<file path="config.mk">
export PLATFORM = sky130hd
export DESIGN_NAME = frame_unpacker_reader
export DESIGN_NICKNAME = d
export VERILOG_FILES = /design/src/rtl/frame_unpacker_pkg.sv /design/src/rtl/frame_unpacker_frame_pacer.sv /design/src/rtl/frame_unpacker_reader.sv
export SDC_FILE = /design/constraint.sdc
export NUM_CORES = 1
export LEC_CHECK = 0
export ABC_AREA = 1
export CORE_UTILIZATION = 51
export DETAILED_ROUTE_END_ITERATION = 8
export HOLD_SLACK_MARGIN = 0.06
export PLACE_DENSITY_LB_ADDON = 0.05
export SYNTH_ARGS = -nofsm -noshare
export SYNTH_HDL_FRONTEND = slang
export SYNTH_SLANG_ARGS = --single-unit
</file>
<file path="constraint.sdc">
create_clock -name clk -period 9.6 [get_ports clk]
set_clock_uncertainty 0.15 [all_clocks]
set_input_delay 1.44 -clock clk [delete_from_list [all_inputs] [get_ports clk]]
set_output_delay 1.44 -clock clk [all_outputs]
set_load 0.01 [all_outputs]
</file>
<file path="src/rtl/frame_unpacker_pkg.sv">
// frame_unpacker_pkg
// Shared types and elaboration helpers for the frame unpacker reader.
//   state_e          : reader FSM states
//   ADDR_W           : DDR word address width
//   clog2_min1()     : counter width that never collapses to zero bits
//   pix_addr_w()     : width of the pixel index within a frame
//   words_per_frame(): DDR words needed to cover one frame
package frame_unpacker_pkg;

  localparam int unsigned ADDR_W = 24;

  typedef enum logic [2:0] {
    IDLE,
    REQ,
    WAIT_VALID,
    UNPACK,
    HOLD
  } state_e;

  function automatic int unsigned clog2_min1(input int unsigned n);
    return (n > 1) ? $clog2(n) : 1;
  endfunction

  function automatic int unsigned pix_addr_w(input int unsigned num_pixels);
    return clog2_min1(num_pixels);
  endfunction

  // The last word of a frame may be only partly used.
  function automatic int unsigned words_per_frame(input int unsigned num_pixels,
                                                  input int unsigned pixels_per_word);
    return (num_pixels + pixels_per_word - 1) / pixels_per_word;
  endfunction

endpackage

</file>
<file path="src/rtl/frame_unpacker_frame_pacer.sv">
// frame_unpacker_frame_pacer
// Inter-frame hold counter. Counts 0..CYCLES_PER_FRAME-1 while enabled and
// flags the final count so the reader leaves HOLD after exactly
// CYCLES_PER_FRAME cycles.
// Ports:
//   clk   : system clock
//   reset : synchronous active-high reset
//   load  : restart the count at 0 (asserted on entry to HOLD)
//   en    : count this cycle (reader is in HOLD)
//   done  : last hold cycle
module frame_unpacker_frame_pacer #(
  parameter int unsigned CYCLES_PER_FRAME = 2084000
) (
  input  logic clk,
  input  logic reset,
  input  logic load,
  input  logic en,
  output logic done
);

  localparam int unsigned CW = (CYCLES_PER_FRAME > 1) ? $clog2(CYCLES_PER_FRAME) : 1;
  // With a zero budget the reader never enters HOLD, so LAST is don't-care.
  localparam logic [CW-1:0] LAST = (CYCLES_PER_FRAME > 0) ? CW'(CYCLES_PER_FRAME - 1) : '0;

  logic [CW-1:0] cnt_q, cnt_d;

  assign done = en && (cnt_q == LAST);

  always_comb begin
    cnt_d = cnt_q;
    if (load) begin
      cnt_d = '0;
    end else if (en && !done) begin
      cnt_d = cnt_q + CW'(1);
    end
  end

  always_ff @(posedge clk) begin
    if (reset) begin
      cnt_q <= '0;
    end else begin
      cnt_q <= cnt_d;
    end
  end

endmodule

</file>
<file path="src/rtl/frame_unpacker_reader.sv">
// frame_unpacker_reader
// Fetches packed pixel words from DDR and writes them one pixel per cycle
// into the frame BRAM write port, pacing frames to a fixed cycle budget and
// playing NUM_FRAMES frames once or in a loop.
// Ports:
//   clk, reset              : clock, synchronous active-high reset
//   start                   : level, begins playback from IDLE
//   loop_en                 : sampled at video end, 1 = wrap to frame 0
//   ddr_rd_busy             : DDR controller cannot take a request
//   ddr_rd_en, ddr_addr     : read request and its word address
//   ddr_rd_data_valid       : ddr_data valid this cycle
//   ddr_data                : packed pixel word, LSB-first
//   pix_we/pix_addr/pix_data: frame-buffer write port (registered)
//   frame_done, video_done  : one-cycle completion pulses
//   busy                    : reader not in IDLE
//   rd_timeout              : re-issue pulse (FRAME_UNPACKER_TIMEOUT_EN only)
// Optional feature macro: FRAME_UNPACKER_TIMEOUT_EN adds a WAIT_VALID
// watchdog that re-issues the same request after TIMEOUT_CYCLES cycles.
module frame_unpacker_reader
  import frame_unpacker_pkg::*;
#(
  parameter int unsigned DDR_DATA_WIDTH   = 128,
  parameter int unsigned PIXEL_WIDTH      = 24,
  parameter int unsigned PIXELS_PER_WORD  = 5,
  parameter int unsigned NUMBER_OF_PIXELS = 196608,
  parameter int unsigned NUM_FRAMES       = 1,
  parameter int unsigned CYCLES_PER_FRAME = 2084000,
  parameter int unsigned ADDR_STEP        = 1
`ifdef FRAME_UNPACKER_TIMEOUT_EN
  ,
  parameter int unsigned TIMEOUT_CYCLES   = 1024
`endif
) (
  input  logic                                        clk,
  input  logic                                        reset,
  input  logic                                        start,
  input  logic                                        loop_en,
  input  logic                                        ddr_rd_busy,
  output logic                                        ddr_rd_en,
  output logic [ADDR_W-1:0]                           ddr_addr,
  input  logic                                        ddr_rd_data_valid,
  input  logic [DDR_DATA_WIDTH-1:0]                   ddr_data,
  output logic                                        pix_we,
  output logic [pix_addr_w(NUMBER_OF_PIXELS)-1:0]     pix_addr,
  output logic [PIXEL_WIDTH-1:0]                      pix_data,
  output logic                                        frame_done,
  output logic                                        video_done,
  output logic                                        busy
`ifdef FRAME_UNPACKER_TIMEOUT_EN
  ,
  output logic                                        rd_timeout
`endif
);

  localparam int unsigned PIX_ADDR_W = pix_addr_w(NUMBER_OF_PIXELS);
  localparam int unsigned SLOT_W     = clog2_min1(PIXELS_PER_WORD);
  localparam int unsigned FRAME_W    = clog2_min1(NUM_FRAMES);
  localparam int unsigned USED_W     = PIXELS_PER_WORD * PIXEL_WIDTH;

  localparam logic [PIX_ADDR_W-1:0] LAST_IDX   = PIX_ADDR_W'(NUMBER_OF_PIXELS - 1);
  localparam logic [SLOT_W-1:0]     LAST_SLOT  = SLOT_W'(PIXELS_PER_WORD - 1);
  localparam logic [FRAME_W-1:0]    LAST_FRAME = FRAME_W'(NUM_FRAMES - 1);
  // A zero hold budget skips HOLD entirely.
  localparam state_e AFTER_FRAME = (CYCLES_PER_FRAME == 0) ? REQ : HOLD;

  state_e                  state_q, state_d;
  logic [ADDR_W-1:0]       ddr_addr_q, ddr_addr_d;
  logic [PIX_ADDR_W-1:0]   idx_q, idx_d;
  logic [SLOT_W-1:0]       slot_q, slot_d;
  logic [FRAME_W-1:0]      frame_q, frame_d;
  logic                    pix_we_q, pix_we_d;
  logic                    frame_done_q, frame_done_d;
  logic                    video_done_q, video_done_d;

  logic [USED_W-1:0]       word_q;
  logic [PIX_ADDR_W-1:0]   pix_addr_q;
  logic [PIXEL_WIDTH-1:0]  pix_data_q;
  logic [PIXEL_WIDTH-1:0]  pix_sel;
  logic                    word_load;
  logic                    hold_load;
  logic                    hold_active;
  logic                    hold_done;

  // MSBs above the packed pixels carry no data.
  logic                    unused_ddr_bits;
  assign unused_ddr_bits = ^ddr_data;

`ifdef FRAME_UNPACKER_TIMEOUT_EN
  localparam int unsigned TO_W = clog2_min1(TIMEOUT_CYCLES);
  localparam logic [TO_W-1:0] LAST_WAIT = TO_W'(TIMEOUT_CYCLES - 1);

  logic [TO_W-1:0] wait_cnt_q, wait_cnt_d;
  logic            rd_timeout_q, rd_timeout_d;

  assign rd_timeout = rd_timeout_q;
`endif

  assign ddr_rd_en  = (state_q == REQ) && !ddr_rd_busy;
  assign ddr_addr   = ddr_addr_q;
  assign pix_we     = pix_we_q;
  assign pix_addr   = pix_addr_q;
  assign pix_data   = pix_data_q;
  assign frame_done = frame_done_q;
  assign video_done = video_done_q;
  assign busy       = (state_q != IDLE);

  assign word_load   = (state_q == WAIT_VALID) && ddr_rd_data_valid;
  assign hold_active = (state_q == HOLD);
  assign hold_load   = (state_d == HOLD) && (state_q != HOLD);

  frame_unpacker_frame_pacer #(
    .CYCLES_PER_FRAME (CYCLES_PER_FRAME)
  ) u_pacer (
    .clk   (clk),
    .reset (reset),
    .load  (hold_load),
    .en    (hold_active),
    .done  (hold_done)
  );

  always_comb begin
    pix_sel = '0;
    for (int s = 0; s < PIXELS_PER_WORD; s++) begin
      if (slot_q == SLOT_W'(s)) begin
        pix_sel = word_q[s*PIXEL_WIDTH +: PIXEL_WIDTH];
      end
    end
  end

  always_comb begin
    state_d      = state_q;
    ddr_addr_d   = ddr_addr_q;
    idx_d        = idx_q;
    slot_d       = slot_q;
    frame_d      = frame_q;
    pix_we_d     = 1'b0;
    frame_done_d = 1'b0;
    video_done_d = 1'b0;
`ifdef FRAME_UNPACKER_TIMEOUT_EN
    rd_timeout_d = 1'b0;
`endif

    case (state_q)
      IDLE: begin
        if (start) state_d = REQ;
      end

      REQ: begin
        if (!ddr_rd_busy) state_d = WAIT_VALID;
      end

      WAIT_VALID: begin
        if (ddr_rd_data_valid) begin
          slot_d  = '0;
          state_d = UNPACK;
        end
`ifdef FRAME_UNPACKER_TIMEOUT_EN
        else if (wait_cnt_q == LAST_WAIT) begin
          // Re-issue with the unchanged address.
          rd_timeout_d = 1'b1;
          state_d      = REQ;
        end
`endif
      end

      UNPACK: begin
        pix_we_d = 1'b1;
        // Frame end wins over word end: leftover slots of the last word are dropped.
        if (idx_q == LAST_IDX) begin
          idx_d        = '0;
          ddr_addr_d   = ddr_addr_q + ADDR_W'(ADDR_STEP);
          frame_done_d = 1'b1;
          if (frame_q != LAST_FRAME) begin
            frame_d = frame_q + FRAME_W'(1);
            state_d = AFTER_FRAME;
          end else if (loop_en) begin
            ddr_addr_d = '0;
            frame_d    = '0;
            state_d    = AFTER_FRAME;
          end else begin
            ddr_addr_d   = '0;
            frame_d      = '0;
            video_done_d = 1'b1;
            state_d      = IDLE;
          end
        end else begin
          idx_d = idx_q + PIX_ADDR_W'(1);
          if (slot_q == LAST_SLOT) begin
            ddr_addr_d = ddr_addr_q + ADDR_W'(ADDR_STEP);
            state_d    = REQ;
          end else begin
            slot_d = slot_q + SLOT_W'(1);
          end
        end
      end

      HOLD: begin
        if (hold_done) state_d = REQ;
      end

      default: state_d = IDLE;
    endcase
  end

`ifdef FRAME_UNPACKER_TIMEOUT_EN
  assign wait_cnt_d = ((state_q == WAIT_VALID) && (state_d == WAIT_VALID))
                      ? wait_cnt_q + TO_W'(1) : '0;
`endif

  always_ff @(posedge clk) begin
    if (reset) begin
      state_q      <= IDLE;
      ddr_addr_q   <= '0;
      idx_q        <= '0;
      slot_q       <= '0;
      frame_q      <= '0;
      pix_we_q     <= 1'b0;
      frame_done_q <= 1'b0;
      video_done_q <= 1'b0;
`ifdef FRAME_UNPACKER_TIMEOUT_EN
      wait_cnt_q   <= '0;
      rd_timeout_q <= 1'b0;
`endif
    end else begin
      state_q      <= state_d;
      ddr_addr_q   <= ddr_addr_d;
      idx_q        <= idx_d;
      slot_q       <= slot_d;
      frame_q      <= frame_d;
      pix_we_q     <= pix_we_d;
      frame_done_q <= frame_done_d;
      video_done_q <= video_done_d;
`ifdef FRAME_UNPACKER_TIMEOUT_EN
      wait_cnt_q   <= wait_cnt_d;
      rd_timeout_q <= rd_timeout_d;
`endif
    end
  end

  // Datapath registers carry no reset; pix_we qualifies them.
  always_ff @(posedge clk) begin
    if (word_load) begin
      word_q <= ddr_data[USED_W-1:0];
    end
    if (state_q == UNPACK) begin
      pix_data_q <= pix_sel;
      pix_addr_q <= idx_q;
    end
  end

endmodule

</file>
==> results.md <==
Job
* 0 — number of maximum-capacitance constraint violations

Yosys
* nand2_1 — dominant cell by count in the synthesized netlist
* 234 — register bit total from synthesis
* nand2_1, edfxtp_1, nor2_1 — list of most frequent post-synthesis cells
* 63.5% — proportion of synthesized chip area in sequential cells
* 37 — number of different library cells in the post-synthesis netlist
* 9930 um^2 — synthesized area
* edfxtp_1 — commonest register cell after synthesis
* edfxtp_1, dfxtp_1, nand2_1 — leading cell types by total area after synthesis
* 162 — count of flip-flops with a built-in enable after synthesis
* 0 — Synth warnings
* 990 — cells after synthesis
* 10.0 um^2 — average cell area after synthesis
* edfxtp_1 — cell taking the most area after synthesis
* 1132 — Synthesized Nets
* 49.0% — share of the synthesized area in the top cell type
* 0% — fraction of synthesis flops using an asynchronous set or reset pin

Route
* 483 — initial drt markers
* 22100 um — total wirelength of the detailed-routed design
* 15.1 um — Routed wire per std cell
* 0 — number of remaining DRC errors
* 5.13 — via count normalized by instance count
* 5 — first-pass iteration count of the detailed router
* 0 — number of antenna-violating nets in the routed design
* 7505 — via count

Power
* 172 nW/um^2 — PD cells
* 4.39 nW — leakage power figure
* 2.24 mW — total chip power
* 0.121 mV — Max rail drop VDD

Timing
* 4.20 ns — final critical path time including I/O delays and setup
* 0 ns — final-layout setup total negative slack
* 0 — Final Max Slew Viols
* false — RSZ-0062 raised after global routing
* 0 — # setup viols final
* 5.40 ns — Final Worst Setup Slack
* 238 MHz — Max Clk Rate
* 43.8% — fin crit share
* 0 — Hold Vio Cnt, Final
* 22.0% — relative slew slack
* 1.17 ns — transition time at the pin with the least slew margin

Final layout
* 1464 — post-route non-filler standard cell count
* 6.40% — layout cell share with drive strength beyond 1
* 30.8% — layout-stage area growth over the synthesis result
* 1326 — net total in the final layout

Critical path
* 3 — reg2reg path depth
* clkdlybuf4s50_1 — most repeated library cell on the critical path
* 6.61 ns — setup slack of the worst register-to-register path
* 8.01 ns — data required time of the worst path
* clkdlybuf4s50_1 -> nor2_1 -> clkdlybuf4s50_1 — cell chain of the critical path
* 0.60 ns — slowest stage delay, CP
* input port — Startpoint Class
* output port — type of element capturing the critical path
* 2 — maximum fanout along the worst path
* word_q[30] — worst reg2reg path endpoint
* clkdlybuf4s50_1 — cell with the biggest individual delay on the critical path
* in -> out — crit path kind
* state_q[1] — source of the worst register-to-register timing path
* 2.61 ns — CP arrival

Worst hold path
* reg -> reg — Min-Delay Path Class
* idx_q[16] — min-delay src
* 0 — WHS Path Cells
* pix_addr[16] — Hold EP

Floorplan
* 20000 um^2 — Die Footprint
* 142 um — Die X
* 52.6% — effective utilization at floorplan
* 205 — I/O pin total
* 18900 um^2 — core footprint
* 142 um — height of the chip
* 50 — FP Rows

Clock tree
* clkbuf_16 — clock tree root buffer cell
* 234 — TritonCTS Sinks
* 0 — number of buffers added to fix hold violations after cts
* 0 — post-CTS resize count
* done — clock tree from TritonCTS
* 0 — number of buffers inserted by post-CTS setup repair
* 25 — clock buffers created by TritonCTS
* 3 — buffers from clock root to sink, at most
* 1 — H-tree depth reported by CTS
* 0.06 ns — Clock Pin Slew Worst Setup and Hold Paths
* 0.51 ns — clock latency of the later-clocked register in the worst-skew pair

Placed design
* 15200 um — DP HPWL
* 0.873 — last weighted congestion value of the routability-driven placer
* 1417 — Placed Cells
* 196 — port buffer count
* 5.18 ns — Post-Place Setup Slack

Global route
* 1 — antenna violations before repair
* 7030 — vias in the first global route
* 35000 um — wire length of the first global-routing pass
* 0 — grt ovf
* 82 — largest net degree at the start of global routing
* 22.2% — GRT Total Usage

Run status
* finished, final reports clean — status

## report_power, final
part	leakage [nW]	switching, mW	internal, mW
clock	0.440	0.377	0.640
sequential	2.04	0.00577	1.10
combinational	1.91	0.0477	0.0637
## per-layer routing
layer / routed length (um) / vias up / global-route usage [%]
li1: - / 3800 / -
met1: 9630 / 3432 / 28.8
met2: 10500 / 224 / 37.0
met3: 1250 / 49 / 4.18
met4: 692 / 0 / 8.49
met5: 0 / - / 0
## critical path, delay by kind of cell
kind,cells,cell delay (ns)
buf+inv,2,1.02
simple gates,1,0.16
## stage by stage
stage / cell area [um^2] / hold WS (ns) / utilization (%)
floorplan: 9930 / 0.280 / -
global placement: 12100 / 0.305 / 64.1
detailed placement: 12100 / 0.313 / 64.1
CTS: 13000 / 0.327 / 68.8
global route: 13000 / 0.342 / 68.8
finish: 13000 / 0.325 / 68.8
## cell usage in the layout, fill, tap and decap left out, types with 16 or more instances in the layout
master	synthesis	layout
nand2_1	274	273
clkdlybuf4s50_1	0	196
edfxtp_1	162	162
nor2_1	116	114
dfxtp_1	72	72
nand3_1	60	60
a21oi_1	57	57
inv_1	52	52
nand4_1	26	26
clkbuf_16	0	26
a31oi_1	25	25
o211ai_1	24	24
xor2_1	16	16
## cell type report
type                            count  area, um^2
Multi-Input combinational cell    662        3250
Tap cell                          260         325
Clock buffer                       34         731
Inverter                           61         229
Sequential cell                   234        6310
Clock inverter                     12         164
Fill cell                        1508        5890
Timing Repair Buffer              200        1990
Antenna cell                        1        2.50
## flip-flops by register name (all words and copies together), names as in the netlist
register / flops
word_q: 120
pix_we: 1
frame_done: 1
pix_data: 24
idx_q: 18
state_q: 3
u_pacer.cnt_q: 21
slot_q: 3
video_done: 1
ddr_addr: 24
pix_addr: 18
## cell families after synthesis
family / Yosys count / share of synthesized area [%]
flip-flops: 234 / 63.5
AO/OA/AOI/OAI: 122 / 7.41
adder cells (fa/ha/maj): 8 / 1.01
AND/OR/NAND/NOR: 507 / 21.9
buffers and inverters: 94 / 4.01
XOR/XNOR: 25 / 2.20
## how the worst max path moves through the flow
| stage | start | end | slack, ns | cells past startpoint |
|---|---|---|---|---|
| detailed placement | ddr_rd_data_valid | word_q[27] | 5.18 | 4 |
| finish | ddr_rd_busy | ddr_rd_en | 5.40 | 3 |
| global placement | ddr_rd_data_valid | word_q[28] | 5.22 | 4 |
| global route | ddr_rd_busy | ddr_rd_en | 5.32 | 3 |
| CTS | ddr_rd_busy | ddr_rd_en | 5.38 | 3 |
| floorplan | ddr_rd_data_valid | word_q[0] | 2.38 | 2 |
No activity file was read; power rests on OpenSTA's default activity.
